[src/rtl/event_sched_pkg.sv]
// rtl/event_sched_pkg.sv - shared types and constants for the event scheduler
package event_sched_pkg;

  localparam int DROP_W  = 16;
  localparam int EV_N_IN = 2;
  localparam int EV_TS_W = 32;

  // Default-width event record; the top re-declares it at its own parameter widths
  typedef struct packed {
    logic [EV_TS_W-1:0] ts;
    logic [EV_N_IN-1:0] in_mask;
    logic               per;
  } event_t;

  typedef enum logic [1:0] {
    IDLE  = 2'd0,
    ISSUE = 2'd1,
    WAIT  = 2'd2
  } sched_state_t;

endpackage

[src/rtl/event_scheduler_if.sv]
// rtl/event_scheduler_if.sv - event inputs, evaluator handshake and queue observation bundle
interface event_scheduler_if #(
  parameter int N_IN = 2,
  parameter int TS_W = 32
);
  import event_sched_pkg::*;

  logic              en;
  logic [N_IN-1:0]   new_input;
  logic              eval_ready;
  logic              eval_done;
  logic              q_push;
  logic              q_push_valid;
  logic              q_pop;
  logic              q_pop_valid;
  logic [N_IN-1:0]   pacing_in;
  logic              pacing_per;
  logic              slide;
  logic [TS_W-1:0]   ev_ts;
  logic              busy;
  logic [DROP_W-1:0] drop_cnt;

  modport master (
    input  en, new_input, eval_ready, eval_done,
    output q_push, q_push_valid, q_pop, q_pop_valid,
    output pacing_in, pacing_per, slide, ev_ts, busy, drop_cnt
  );

  modport slave (
    output en, new_input, eval_ready, eval_done,
    input  q_push, q_push_valid, q_pop, q_pop_valid,
    input  pacing_in, pacing_per, slide, ev_ts, busy, drop_cnt
  );

endinterface

[src/rtl/event_fifo.sv]
// rtl/event_fifo.sv - synchronous event queue with wrap-bit pointers
module event_fifo
  import event_sched_pkg::*;
#(
  parameter int  DEPTH = 4,
  parameter type T     = event_t
) (
  input  logic clk,
  input  logic rst,
  input  logic push,
  input  T     data,
  input  logic pop,
  output logic full,
  output logic empty,
  output T     head
);

  localparam int AW = $clog2(DEPTH);

  T             mem [DEPTH];
  logic [AW:0]  wr_ptr;
  logic [AW:0]  rd_ptr;

  assign empty = (wr_ptr == rd_ptr);
  assign full  = (wr_ptr[AW] != rd_ptr[AW]) && (wr_ptr[AW-1:0] == rd_ptr[AW-1:0]);
  assign head  = mem[rd_ptr[AW-1:0]];

  // Caller only pushes when accepted and only pops when non-empty
  always_ff @(posedge clk or negedge rst) begin
    if (!rst) begin
      wr_ptr <= '0;
      rd_ptr <= '0;
    end else begin
      if (push) wr_ptr <= wr_ptr + (AW+1)'(1);
      if (pop)  rd_ptr <= rd_ptr + (AW+1)'(1);
    end
  end

  always_ff @(posedge clk) begin
    if (push) mem[wr_ptr[AW-1:0]] <= data;
  end

endmodule

[src/rtl/event_scheduler.sv]
// rtl/event_scheduler.sv - merges input strobes and periodic deadlines into one issued event stream
// Optional saturating drop counter built when EVENT_SCHED_DROP_CNT_EN is defined.
module event_scheduler
  import event_sched_pkg::*;
#(
  parameter int N_IN   = 2,
  parameter int TS_W   = 32,
  parameter int DEPTH  = 4,
  parameter int PERIOD = 500
) (
  input logic                clk,
  input logic                rst,
  event_scheduler_if.master  bus
);

  localparam int PW = $clog2(PERIOD);

  typedef struct packed {
    logic [TS_W-1:0] ts;
    logic [N_IN-1:0] in_mask;
    logic            per;
  } rec_t;

  logic [TS_W-1:0] ts;
  logic [PW-1:0]   per_cnt;
  sched_state_t    state;
  rec_t            push_rec;
  rec_t            head;
  logic            full;
  logic            empty;
  logic            deadline;
  logic            push_ok;
  logic            pop_ok;

  logic [N_IN-1:0] pacing_in_q;
  logic            pacing_per_q;
  logic            slide_q;
  logic [TS_W-1:0] ev_ts_q;
  logic            busy_q;

  assign deadline = bus.en && (per_cnt == PW'(PERIOD - 1));

  // Gated by rst so every output reads 0 while reset is held
  assign bus.q_push       = rst && bus.en && ((|bus.new_input) || deadline);
  assign bus.q_pop        = rst && bus.en && bus.eval_ready && (state == IDLE);
  assign pop_ok           = bus.q_pop && !empty;
  assign push_ok          = bus.q_push && (!full || pop_ok);
  assign bus.q_pop_valid  = pop_ok;
  assign bus.q_push_valid = push_ok;

  assign push_rec.ts      = ts;
  assign push_rec.in_mask = bus.new_input;
  assign push_rec.per     = deadline;

  event_fifo #(
    .DEPTH (DEPTH),
    .T     (rec_t)
  ) u_fifo (
    .clk   (clk),
    .rst   (rst),
    .push  (push_ok),
    .data  (push_rec),
    .pop   (pop_ok),
    .full  (full),
    .empty (empty),
    .head  (head)
  );

  always_ff @(posedge clk or negedge rst) begin
    if (!rst) begin
      ts      <= '0;
      per_cnt <= '0;
    end else if (bus.en) begin
      ts      <= ts + TS_W'(1);
      per_cnt <= deadline ? '0 : per_cnt + PW'(1);
    end
  end

  // ISSUE always advances so a strobe never stretches past one cycle, even with en low
  always_ff @(posedge clk or negedge rst) begin
    if (!rst) begin
      state        <= IDLE;
      pacing_in_q  <= '0;
      pacing_per_q <= 1'b0;
      slide_q      <= 1'b0;
      ev_ts_q      <= '0;
      busy_q       <= 1'b0;
    end else begin
      case (state)
        IDLE: begin
          if (pop_ok) begin
            state        <= ISSUE;
            pacing_in_q  <= head.in_mask;
            pacing_per_q <= head.per;
            slide_q      <= head.per;
            ev_ts_q      <= head.ts;
            busy_q       <= 1'b1;
          end
        end
        ISSUE: begin
          state        <= WAIT;
          pacing_in_q  <= '0;
          pacing_per_q <= 1'b0;
          slide_q      <= 1'b0;
        end
        WAIT: begin
          if (bus.en && bus.eval_done) begin
            state  <= IDLE;
            busy_q <= 1'b0;
          end
        end
        default: begin
          state        <= IDLE;
          pacing_in_q  <= '0;
          pacing_per_q <= 1'b0;
          slide_q      <= 1'b0;
          busy_q       <= 1'b0;
        end
      endcase
    end
  end

  assign bus.pacing_in  = pacing_in_q;
  assign bus.pacing_per = pacing_per_q;
  assign bus.slide      = slide_q;
  assign bus.ev_ts      = ev_ts_q;
  assign bus.busy       = busy_q;

`ifdef EVENT_SCHED_DROP_CNT_EN
  logic              drop;
  logic [DROP_W-1:0] drop_q;

  assign drop = bus.q_push && !push_ok;

  always_ff @(posedge clk or negedge rst) begin
    if (!rst) begin
      drop_q <= '0;
    end else if (drop && (drop_q != '1)) begin
      drop_q <= drop_q + DROP_W'(1);
    end
  end

  assign bus.drop_cnt = drop_q;
`else
  assign bus.drop_cnt = '0;
`endif

endmodule

[src/flat_wrapper.sv]
// flat-port wrapper written by rule: the top's interface ports become plain ports
module event_scheduler_flat import event_sched_pkg::*;
#(
  parameter int N_IN   = 2,
  parameter int TS_W   = 32,
  parameter int DEPTH  = 4,
  parameter int PERIOD = 500
)
  (clk, rst, bus_en, bus_new_input, bus_eval_ready, bus_eval_done, bus_q_push, bus_q_push_valid, bus_q_pop, bus_q_pop_valid, bus_pacing_in, bus_pacing_per, bus_slide, bus_ev_ts, bus_busy, bus_drop_cnt);
  event_scheduler_if #(.N_IN(N_IN), .TS_W(TS_W)) bus_i ();
  input logic clk;
  input logic rst;
  input wire logic [$bits(bus_i.en)-1:0] bus_en;
  input wire logic [$bits(bus_i.new_input)-1:0] bus_new_input;
  input wire logic [$bits(bus_i.eval_ready)-1:0] bus_eval_ready;
  input wire logic [$bits(bus_i.eval_done)-1:0] bus_eval_done;
  output wire logic [$bits(bus_i.q_push)-1:0] bus_q_push;
  output wire logic [$bits(bus_i.q_push_valid)-1:0] bus_q_push_valid;
  output wire logic [$bits(bus_i.q_pop)-1:0] bus_q_pop;
  output wire logic [$bits(bus_i.q_pop_valid)-1:0] bus_q_pop_valid;
  output wire logic [$bits(bus_i.pacing_in)-1:0] bus_pacing_in;
  output wire logic [$bits(bus_i.pacing_per)-1:0] bus_pacing_per;
  output wire logic [$bits(bus_i.slide)-1:0] bus_slide;
  output wire logic [$bits(bus_i.ev_ts)-1:0] bus_ev_ts;
  output wire logic [$bits(bus_i.busy)-1:0] bus_busy;
  output wire logic [$bits(bus_i.drop_cnt)-1:0] bus_drop_cnt;
  assign bus_i.en = bus_en;
  assign bus_i.new_input = bus_new_input;
  assign bus_i.eval_ready = bus_eval_ready;
  assign bus_i.eval_done = bus_eval_done;
  assign bus_q_push = bus_i.q_push;
  assign bus_q_push_valid = bus_i.q_push_valid;
  assign bus_q_pop = bus_i.q_pop;
  assign bus_q_pop_valid = bus_i.q_pop_valid;
  assign bus_pacing_in = bus_i.pacing_in;
  assign bus_pacing_per = bus_i.pacing_per;
  assign bus_slide = bus_i.slide;
  assign bus_ev_ts = bus_i.ev_ts;
  assign bus_busy = bus_i.busy;
  assign bus_drop_cnt = bus_i.drop_cnt;
  event_scheduler #(.N_IN(N_IN), .TS_W(TS_W), .DEPTH(DEPTH), .PERIOD(PERIOD)) u_core (.clk(clk), .rst(rst), .bus(bus_i));
endmodule
[config.mk]
export PLATFORM = sky130hd
export DESIGN_NAME = event_scheduler_flat
export DESIGN_NICKNAME = d
export VERILOG_FILES = /design/src/rtl/event_sched_pkg.sv /design/src/rtl/event_scheduler_if.sv /design/src/rtl/event_fifo.sv /design/src/rtl/event_scheduler.sv /design/src/flat_wrapper.sv
export SDC_FILE = /design/constraint.sdc
export NUM_CORES = 1
export LEC_CHECK = 0
export ABC_AREA = 1
export ABC_CLOCK_PERIOD_IN_PS = 6850
export BUFFER_PORTS_ARGS = -buffer_cell sky130_fd_sc_hd__buf_2
export CAP_MARGIN = 25
export CORE_MARGIN = 5
export CORE_UTILIZATION = 55
export DETAILED_ROUTE_END_ITERATION = 12
export PLACE_DENSITY = 0.86
export REMOVE_ABC_BUFFERS = 1
export SLEW_MARGIN = 5
export SYNTH_ARGS = -nofsm -noshare
export SYNTH_HDL_FRONTEND = slang
export SYNTH_SLANG_ARGS = --single-unit
[constraint.sdc]
create_clock -name clk -period 6.85 [get_ports clk]
set_input_delay 1.37 -clock clk [delete_from_list [all_inputs] [get_ports clk]]
set_output_delay 1.37 -clock clk [all_outputs]
set_load 0.05 [all_outputs]
-- Yosys cells after proc, flatten, opt, wreduce, memory -nomap -nowiden
Memory sizes are Yosys's and may differ from the RTL's.
Cells that the tools add are included.
Widths: inputs -> output; s select.
- input bits: 7
- flip-flop bits (word level): 85
- logic and storage cells: 56
- bits in writable memories: 140
- memories kept: 1
- output and inout bits: 57
- memories (name ; depth ; width ; rd ports ; clocked after Yosys merged registers in ; write ports ; line ; text):
    u_core.u_fifo.mem ; 4 ; 35 ; 1 ; 0 ; 1 ; event_fifo.sv:20 ; T mem [DEPTH];
- add/subtract/negate cells: 4
- equal/unequal tests: 8
- multiplexer cells: 13
- bitwise logic cells: 2
- reductions and logical operators: 19
- operator list (kind ; count):
    $add 32x1->32 const B ; 1
    $add 9x1->9 const B ; 1
    $eq 9x9->1 const B ; 1
    $logic_and 1x1->1 ; 9
    $mux 9 ; 1
    $add 3x1->3 const B ; 2
    $mux 2 ; 3
    $pmux 2 s3 ; 1
    $reduce_and 2->1 ; 3
    $mux 1 ; 5
    $ne 2x1->1 const B ; 2
    $pmux 2 s2 ; 1
    $eq 3x3->1 ; 1
    $pmux 1 s3 ; 1
    $reduce_and 3->1 ; 1
    $eq 2x1->1 const B ; 1
    $eq 2x2->1 ; 1
    $eq 2x2->1 const B ; 1
    $logic_not 1->1 ; 2
    $logic_not 2->1 ; 1
    $logic_or 1x1->1 ; 2
    $not 1->1 ; 2
    $pmux 1 s2 ; 1
    $reduce_or 2->1 ; 1
    $ne 1x1->1 ; 1

-- Depth between registers and ports, before layout
Gate-level depths: netlist of the first run.
- word-level depth: 8
- mapped depth: 10

-- Cells and area by module
Synthesis of the first run repeated with hierarchy kept, for this count alone.
- cells, all modules: 910
- area, all modules: 9769.4 um^2
- modules (own cells, without submodules) (module ; instances ; cells each ; seq. area each (um^2) ; area each (um^2)):
    event_fifo ; 1 ; 450 ; 4354.2 ; 5945.7
    event_scheduler ; 1 ; 460 ; 1976.9 ; 3823.7

-- Least setup slack after synthesis of the first run
No wires, ideal clock.
- path type: input port to flip-flop
- start point: input port bus_eval_ready
- end point: memory u_core.u_fifo.mem[0][0] (netlist bit) (enable)
- data required time: 6.423 ns
- arrival: 4.145 ns
- cell stages on the path: 6
- slack: 2.277 ns
- cells stage by stage: nand3_1 -> nor2_1 -> nor2_1 -> nand2_1 -> nand3_2 -> nor2_1
- longest elaborated chain between the ends: 7
- ends and longest elaborated chain (item ; line ; text):
    from (decl) ; flat_wrapper.sv:15 ; input wire logic [$bits(bus_i.eval_ready)-1:0] bus_eval_ready;
    $logic_and 1x1->1 (2 in series) ; event_scheduler.sv:45 ; assign bus.q_pop = rst && bus.en && bus.eval_ready && (state == IDLE);
    named net bus_q_pop ; flat_wrapper.sv:19 ; output wire logic [$bits(bus_i.q_pop)-1:0] bus_q_pop;
    $logic_and 1x1->1 ; event_scheduler.sv:46 ; assign pop_ok = bus.q_pop && !empty;
    $logic_or 1x1->1 ; event_scheduler.sv:47 ; assign push_ok = bus.q_push && (!full || pop_ok);
    $logic_and 1x1->1 ; event_scheduler.sv:47 ;
    $mux 1 ; event_fifo.sv:40 ; if (push) mem[wr_ptr[AW-1:0]] <= data;
    $mux 1 (not written as such) ; event_fifo.sv:40 ;
    to (decl) ; event_fifo.sv:20 ;
The timed path passes the listed nets, and every way through them passes these cells.

-- Worst setup path after layout of the first run
- start point: input port rst
- end point: output port bus_q_pop_valid
- longest elaborated chain between the ends: 4
- ends and longest elaborated chain (item ; line ; text):
    from (decl) ; flat_wrapper.sv:12 ; input logic rst;
    $logic_and 1x1->1 (3 in series) ; event_scheduler.sv:45 ;
    $logic_and 1x1->1 ; event_scheduler.sv:46 ;
    to (decl) ; flat_wrapper.sv:20 ; output wire logic [$bits(bus_i.q_pop_valid)-1:0] bus_q_pop_valid;
No other way between the ends.

==> results.toml, run 1 <==
[worst_setup_path]
path_cells = "buf_4, nand3_1, nor2_1, nand2_4, inv_4, buf_2"
critPathKind = "in2out"
critPathArrivalTime_ns = 3.29
cpPeakStageDelay_ns = 0.44
crit_buf_inv = 3
critPathRequiredTime_ns = 5.48
end_kind = "output pin"
crit_family = "buffers and inverters"
setup.worst_path.start_class = "primary input"
cp_slowest_cell = "inv_4"
cp_max_fo = 44

[synthesis]
synth_cell_types = 35
yosysSeqAreaShare = 0.665
synth_seq_cells = 225
yosys_warnings = 0
syn-cell-area_um2 = 9520
syn_avg_cell_area_um2 = 10.7
syn_inst = 888

[layout]
antenna_cells = 0
fin_nets = 948
nFillCells = 1244
final-seq-area_um2 = 6330
multiInputGateArea_um2 = 2770
final_layout_size_suffix_gt1_frac = 0.127
area_growth_pct = 12.4

[global_route]
grt_pass1_vias = 6340
grt_overflow_total = 0
grt_pass1_wl_um = 32100
antenna_found_initial = 0
grt_max_degree = 74
grt_usage = 0.197

[timing]
max_freq_ghz = 0.215
fin_hold_ws_ns = 0.473
rsz0062_at_grt = "false"
finalCritPeriodShare = 0.680
setup_slack_ns = 2.19
hold_violations = 0
slew_headroom = 0.467
finalSetupViolCount = 0
tightest_slew_ns = 0.800
drv_slew = 0
min_period_ns = 4.66
tns_ns = 0
finClkSkew_ns = 0.00949

[drt]
post_drt_via_cell_ratio = 5.47
wl_per_cell_um = 16.7
post-route-drc-count = 0
antenna_left = 0
first_pass_iters = 5
routed_wl_um = 19600
drt-initial-drc-count = 610
vias = 6419

[placement]
place_ws_ns = 2.17
hpwl_um = 11700
routabilityCongestion = 0.849
io_buffers = 47

[floorplan]
core_area_um2 = 17100
pin_count = 64
dieArea_um2 = 20000
initial_core_util = 0.556
die_w_um = 142
die_y_um = 142
core.rowCount = 48

[cts]
cts_hold_buf = 0
cts_max_level = 1
cts_buffers = 21
cts_max_path_buffers = 3
cts_setup_buffers = 0
cts_tree = "yes"
clk_pin_slew_worst_paths_ns = 0.06
cts_resized = 0
clock_latency_ns = 0.48
clkSinkCount = 225
cts-root-buf = "clkbuf_16"

[power]
p_leak_nw = 4.41
peakVddDrop_uv = 203
p_per_area_nw_per_um2 = 404

[status]
outcome = "completed"

[run]
maxCapViolCount = 0

[min_path]
min_path_type = "reg2reg"
## state kept, by name, indices dropped and copies added (netlist names), 2 cells and up
| signal | flops |
|---|---|
| u_core.u_fifo.rd_ptr | 3 |
| u_core.u_fifo.mem | 140 |
| u_core.bus.pacing_in | 2 |
| u_core.u_fifo.wr_ptr | 3 |
| u_core.per_cnt | 9 |
| u_core.state | 2 |
| u_core.ts | 32 |
| u_core.bus.ev_ts | 32 |
## placed cells by master (no fill, tap or decap), drive strengths merged
cell type / n
a21oi: 3
and2: 1
buf: 56
clkbuf: 35
clkinv: 2
conb: 16
dfrtp: 85
edfxtp: 140
ha: 7
inv: 55
nand2: 230
nand3: 28
nand4: 11
nor2: 129
nor3: 6
nor4: 1
o21ai: 80
o21bai: 2
o22a: 3
o22ai: 32
or2: 1
xnor2: 8
xor2: 17
## per-stage QoR
| step | std cells | util | total power [mW] | instance area, µm² |
|---|---|---|---|---|
| 2_1_floorplan | 855 | - | 2.78 | 9280 |
| 3_3_place_gp | 1130 | 0.576 | 3.11 | 9850 |
| 3_5_place_dp | 1134 | 0.582 | 3.19 | 9960 |
| 4_1_cts | 1171 | 0.622 | 4.32 | 10600 |
| 5_1_grt | 1173 | 0.625 | 4.55 | 10700 |
| 6_report | 1173 | 0.625 | 4.32 | 10700 |
## cell type report
cell class / instances / area share
clock buffers: 35 / 0.0626
multi-input cells: 575 / 0.259
clock inverters: 2 / 0.000936
flip-flops and latches: 225 / 0.592
repair buffers: 56 / 0.0398
well taps: 225 / 0.0263
inverters: 55 / 0.0195
## power breakdown
part | switching (mW) | internal [mW]
clock | 0.463 | 0.664
sequential | 0.145 | 1.68
combinational | 1.00 | 0.373
## worst min-delay path, stage by stage, from the launching register on
cell and delay (ns):
dfrtp_1 0.34, nand2_1 0.05, nand2_1 0.05
## per-layer routing
metal	wire, µm	GRT usage	up-vias
met4	330	0.0551	0
met1	8170	0.252	3145
li1	-	-	3038
met3	1100	0.0286	28
met2	10000	0.350	208
met5	0	0	-
## cells by family (layout without fill, tap and decap cells)
kind of cell / after synthesis / after routing / share of synthesized area
and+or+nand+nor: 407 / 407 / 0.180
other: 1 / 16 / 0.000394
DFF: 225 / 225 / 0.665
xor gates and xnor gates: 25 / 25 / 0.0230
buffers and inverters: 103 / 148 / 0.0528
AOI/OAI and AO/OA: 120 / 120 / 0.0698
adders and majority gates: 7 / 7 / 0.00920
## final timing paths
| path | from | to | slack, ns | depth (start not counted) |
|---|---|---|---|---|
| min in group asynchronous | rst | u_core.u_fifo.rd_ptr[2] | 0.82 | 1 |
| max reg2reg | u_core.u_fifo.rd_ptr[0] | u_core.u_fifo.mem[3][32] | 4.06 | 7 |
| min reg2reg | u_core.bus.ev_ts[14] | u_core.bus.ev_ts[14] | 0.47 | 2 |
| max in group asynchronous | rst | u_core.ts[16] | 4.89 | 2 |
| min | u_core.bus.ev_ts[14] | u_core.bus.ev_ts[14] | 0.47 | 2 |
| max | rst | bus_q_pop_valid | 2.19 | 6 |
## cells in the mapped netlist
cell      instances  area, µm²
nand2_1         222        833
edfxtp_1        140       4200
nor2_1          120        450
dfrtp_1          85       2130
o21ai_0          79        395
inv_1            51        191
o22ai_1          32        200
nand3_1          25        125
buf_4            21        158
clkbuf_1         18       67.6
xor2_1           17        149
nand4_1          11       68.8
xnor2_1           8       70.1
ha_1              7       87.6
nand2_2           6       37.5
nor2_4            5       56.3
nor3_1            5       25.0
buf_2             4       20.0
buf_6             4       45.0
nor2_2            4       25.0
a21oi_1           3       15.0
inv_2             3       11.3
o22a_1            3       26.3
nand2_4           2       22.5
nand3_2           2       20.0
o21bai_2          2       22.5
and2_1            1       6.26
buf_1             1       3.75
conb_1            1       3.75
inv_4             1       6.26
nand3_4           1       17.5
nor3_2            1       10.0
nor4_1            1       6.26
o21ai_1           1       5.00
or2_2             1       6.26
Note: power is estimated with default switching activity, not from simulation.
==> run 2, diff against run 1 <==
--- a/config.mk
+++ b/config.mk
@@ -6,7 +6,7 @@
 export NUM_CORES = 1
 export LEC_CHECK = 0
 export ABC_AREA = 1
-export ABC_CLOCK_PERIOD_IN_PS = 6850
+export ABC_CLOCK_PERIOD_IN_PS = 4500
 export BUFFER_PORTS_ARGS = -buffer_cell sky130_fd_sc_hd__buf_2
 export CAP_MARGIN = 25
 export CORE_MARGIN = 5
==> constraint.sdc (replaced) <==
create_clock -name clk -period 4.5 [get_ports clk]
set_input_delay 0.9 -clock clk [delete_from_list [all_inputs] [get_ports clk]]
set_output_delay 0.9 -clock clk [all_outputs]
set_load 0.05 [all_outputs]
==> run 2 against run 1 <==
Routed wire length decreased by 1.3%. Cell area about the same. Largest power group unchanged. Count of clock-buffer cells in the layout decreased by 8. Worst hold slack got worse by 0.16 ns. Largest cell class unchanged. Combinational power increased by 48%. Clock power increased by 66%.
==> results.toml, run 2 (synthesis results as in run 1) <==
[floorplan]
pin_count = 64
core_area_um2 = 17100
dieArea_um2 = 20000
initial_core_util = 0.556
core.rowCount = 48
die_y_um = 142
die_w_um = 142

[cts]
cts_max_path_buffers = 3
clock_latency_ns = 0.50
cts_hold_buf = 0
clkSinkCount = 225
clk_pin_slew_worst_paths_ns = 0.06
cts_buffers = 22
cts_setup_buffers = 0
cts_tree = "yes"
cts_resized = 0
cts_max_level = 1
cts-root-buf = "clkbuf_16"

[drt]
antenna_left = 0
routed_wl_um = 19400
first_pass_iters = 6
post_drt_via_cell_ratio = 5.49
post-route-drc-count = 0
drt-initial-drc-count = 588
vias = 6474
wl_per_cell_um = 16.4

[timing]
tns_ns = 0
finalCritPeriodShare = 0.751
slew_headroom = 0.458
hold_violations = 0
min_period_ns = 3.38
finClkSkew_ns = 0.0145
drv_slew = 0
fin_hold_ws_ns = 0.309
finalSetupViolCount = 0
tightest_slew_ns = 0.814
rsz0062_at_grt = "false"
max_freq_ghz = 0.296

[status]
outcome = "completed"

[layout]
layout_common_cells = "222 x nand2_1, 140 x edfxtp_1, 116 x nor2_1, 84 x dfrtp_1, 79 x o21ai_0"
largest_reg_flops = 140
final_layout_size_suffix_gt1_frac = 0.129
nFillCells = 1285
antenna_cells = 0
layout_commonest_cell = "nand2_1"
final-seq-area_um2 = 6330
multiInputGateArea_um2 = 2770
area_growth_pct = 12.3
fin_area_um2 = 10700
fin_nets = 952

[worst_setup_path]
cpPeakStageDelay_ns = 0.31
setup.worst_path.start_class = "primary input"
end_kind = "output pin"
crit_family = "simple AND/OR/NAND/NOR gates"
crit_buf_inv = 3
critPathKind = "in2out"
cp_slowest_cell = "buf_4"
critPathRequiredTime_ns = 3.60
cp_max_fo = 26
critPathArrivalTime_ns = 2.48
ff2ff_setup_slack_ns = 2.10
cp_common_cell = "nor2_1"
path_cells = "buf_4, nand3_1, nor2_1, nor2_1, nand2_1, nand3_2, inv_1, buf_2"

[placement]
hpwl_um = 11300
routabilityCongestion = 0.864
io_buffers = 47
dpl_cell_area_um2 = 9910

[run]
maxCapViolCount = 0

[power]
p_leak_nw = 4.42
peakVddDrop_uv = 290
p_per_area_nw_per_um2 = 626

[global_route]
grt_pass1_vias = 6421
grt_pass1_wl_um = 31500
antenna_found_initial = 0
grt_overflow_total = 0
grt_usage = 0.194
grt_max_degree = 73

[min_path]
min_path_type = "in2async"
-- run 2: cell count changes in the layout (fill, tap and decap cells not counted), sizes merged --
cell and change:
clkbuf -8, clkinv +7, bufinv +4, buf +3
-- run 2: per-stage QoR --
stage,setup slack [ns],utilization,instances,power [mW]
detailed placement,1.12,0.579,1137,4.81
floorplan,0.397,-,855,4.23
global placement,1.15,0.579,1137,4.72
finish,1.12,0.625,1179,6.70
global route,0.896,0.625,1179,7.04
CTS,1.09,0.623,1177,6.70
-- run 2: path summary, 6_finish.rpt --
check                                     startpoint                  endpoint  cells past startpoint
worst min register to register  u_core.bus.ev_ts[18]      u_core.bus.ev_ts[18]                      2
worst max-delay path                             rst          bus_q_push_valid                      8
min in group clk                u_core.bus.ev_ts[18]      u_core.bus.ev_ts[18]                      2
worst min-delay path                             rst      u_core.bus.ev_ts[26]                      1
worst max register to register     u_core.per_cnt[3]  u_core.u_fifo.mem[3][11]                      6
max in group asynchronous                        rst   u_core.u_fifo.rd_ptr[0]                      2
-- run 2: area by class of cell --
cell class | count | share of cell area
clock inverter | 13 | 0.0149
sequential | 225 | 0.592
clock buffer | 27 | 0.0552
multi-input combinational | 575 | 0.259
inverter | 55 | 0.0195
timing repair buffer | 59 | 0.0325
tap | 225 | 0.0263
-- run 2: per-layer routing --
layer  wire length [µm]  part of all wire  vias to the layer above  GRT usage
li1                   -                 -                     3051          -
met3               1130             0.058                       45     0.0239
met1               7710              0.40                     3135      0.246
met5                  0                 0                        -          0
met4                556             0.029                        0     0.0737
met2               9970              0.51                      243      0.341
-- run 2: power by group --
part	switching (mW)	internal, mW	leakage, nW	total [mW]
combinational	1.51	0.534	1.70	2.04
clock	0.722	1.16	0.368	1.88
sequential	0.218	2.55	2.35	2.77
total	2.45	4.25	4.42	6.70
==> run 3, diff against run 2 <==
--- a/config.mk
+++ b/config.mk
@@ -6,7 +6,7 @@
 export NUM_CORES = 1
 export LEC_CHECK = 0
 export ABC_AREA = 1
-export ABC_CLOCK_PERIOD_IN_PS = 4500
+export ABC_CLOCK_PERIOD_IN_PS = 3400
 export BUFFER_PORTS_ARGS = -buffer_cell sky130_fd_sc_hd__buf_2
 export CAP_MARGIN = 25
 export CORE_MARGIN = 5
==> constraint.sdc (replaced) <==
create_clock -name clk -period 3.4 [get_ports clk]
set_input_delay 0.68 -clock clk [delete_from_list [all_inputs] [get_ports clk]]
set_output_delay 0.68 -clock clk [all_outputs]
set_load 0.05 [all_outputs]
==> run 3 against run 2 <==
Global-route usage barely moved. Clock skew is 0.0037 ns higher. First-iteration DRC count decreased by 16%. Worst hold slack worse by 0.069 ns. Largest power group unchanged.
==> results.toml, run 3 (synthesis results as in run 1) <==
[worst_setup_path]
critPathRequiredTime_ns = 2.72
end_kind = "output pin"
crit_buf_inv = 2
startpoint = "u_core.per_cnt[3]"
path_cells = "nor3_1, nand3_2, nand2_2, nand3_2, inv_1, buf_2"
cp_common_cell = "nand3_2"
crit_family = "simple AND/OR/NAND/NOR gates"
cp_slowest_cell = "dfrtp_1"
critPathKind = "reg2out"
cp_max_fo = 8
r2r_start = "u_core.per_cnt[3]"
cpPeakStageDelay_ns = 0.43
setup.worst_path.start_class = "flop"
critPathArrivalTime_ns = 2.32

[drt]
post_drt_via_cell_ratio = 5.42
antenna_left = 0
first_pass_iters = 5
vias = 6385
wl_per_cell_um = 16.5
post-route-drc-count = 0
routed_wl_um = 19400
drt-initial-drc-count = 495

[layout]
area_growth_pct = 11.8
multiInputGateArea_um2 = 2770
antenna_cells = 0
largest_reg_flops = 140
final_layout_size_suffix_gt1_frac = 0.131
nFillCells = 1265
final-seq-area_um2 = 6330
fin_nets = 953
layout_common_cells = "222 x nand2_1, 140 x edfxtp_1, 116 x nor2_1, 84 x dfrtp_1, 79 x o21ai_0"
layout_commonest_cell = "nand2_1"
fin_area_um2 = 10600

[floorplan]
die_y_um = 142
dieArea_um2 = 20000
core_area_um2 = 17100
die_w_um = 142
initial_core_util = 0.556
pin_count = 64
core.rowCount = 48

[global_route]
antenna_found_initial = 0
grt_overflow_total = 0
grt_pass1_vias = 6420
grtUsageMet3 = 0.0276
grtUsageMet1 = 0.246
grtUsageMet2 = 0.343
grt_pass1_wl_um = 31600
top_usage_layer = "met2"
grt_max_degree = 73
grt_usage = 0.193

[timing]
finalCritPeriodShare = 0.883
finalSetupViolCount = 0
max_freq_ghz = 0.333
hold_violations = 0
drv_slew = 0
slew_headroom = 0.513
rsz0062_at_grt = "false"
finClkSkew_ns = 0.0182
min_period_ns = 3.00
tightest_slew_ns = 0.730

[cts]
cts_hold_buf = 0
clkSinkCount = 225
cts_max_level = 1
cts_resized = 0
cts_max_path_buffers = 3
cts_tree = "yes"
cts_setup_buffers = 0
cts-root-buf = "clkbuf_16"
clock_latency_ns = 0.50
clk_pin_slew_worst_paths_ns = 0.07
cts_buffers = 21

[placement]
io_buffers = 47
routabilityCongestion = 0.837
dpl_cell_area_um2 = 9950
hpwl_um = 11600

[power]
p_per_area_nw_per_um2 = 816
p_leak_nw = 4.40
peakVddDrop_uv = 457
power_mw = 8.68

[min_path]
min_path_type = "in2async"

[run]
maxCapViolCount = 0

[status]
outcome = "completed"
==> run 3: path summary, 6_finish.rpt <==
check                                           to  slack (ns)  cells after the start
max                               bus_q_push_valid        0.40                      6
min                                u_core.state[0]        0.24                      2
max reg2reg                u_core.u_fifo.mem[1][4]        0.93                      6
min reg2reg                   u_core.bus.ev_ts[15]        0.47                      2
max in group asynchronous     u_core.bus.ev_ts[12]        2.07                      3
min in group clk           u_core.u_fifo.mem[2][1]        0.42                      1
==> run 3: layer usage <==
metal / wire, µm / vias to the layer above
met1: 7890 / 3116
met3: 1010 / 34
met4: 401 / 0
met2: 10100 / 191
li1: - / 3044
met5: 0 / -
==> run 3: metrics by stage <==
step	hold WS [ns]	setup WS [ns]	TNS, ns	util	instances
3_3_place_gp	0.457	0.641	0	0.580	1139
6_report	0.240	0.399	0	0.622	1178
2_1_floorplan	0.384	-0.483	-67.58	-	855
5_1_grt	0.279	0.303	0	0.622	1178
3_5_place_dp	0.459	0.598	0	0.581	1140
4_1_cts	0.245	0.415	0	0.621	1177
==> run 3: power breakdown <==
part | internal (mW) | leakage [nW] | switching (mW)
Combinational | 0.727 | 1.72 | 2.01
Sequential | 3.38 | 2.35 | 0.284
Clock | 1.33 | 0.334 | 0.949
==> run 3: worst reg2reg max path: stages, from the launching register on <==
cell	delay (ns)
dfrtp_1	0.43
nor3_1	0.32
nand3_2	0.22
nand2_2	0.17
nand3_2	0.29
nor2_4	0.16
buf_4	0.48
==> run 3: area by class of cell <==
| type | instances | area share |
|---|---|---|
| multi-input cells | 575 | 0.260 |
| clock buffers | 26 | 0.0530 |
| repair buffers | 61 | 0.0353 |
| well taps | 225 | 0.0265 |
| flip-flops and latches | 225 | 0.595 |
| clock inverters | 11 | 0.0102 |
| inverters | 55 | 0.0196 |
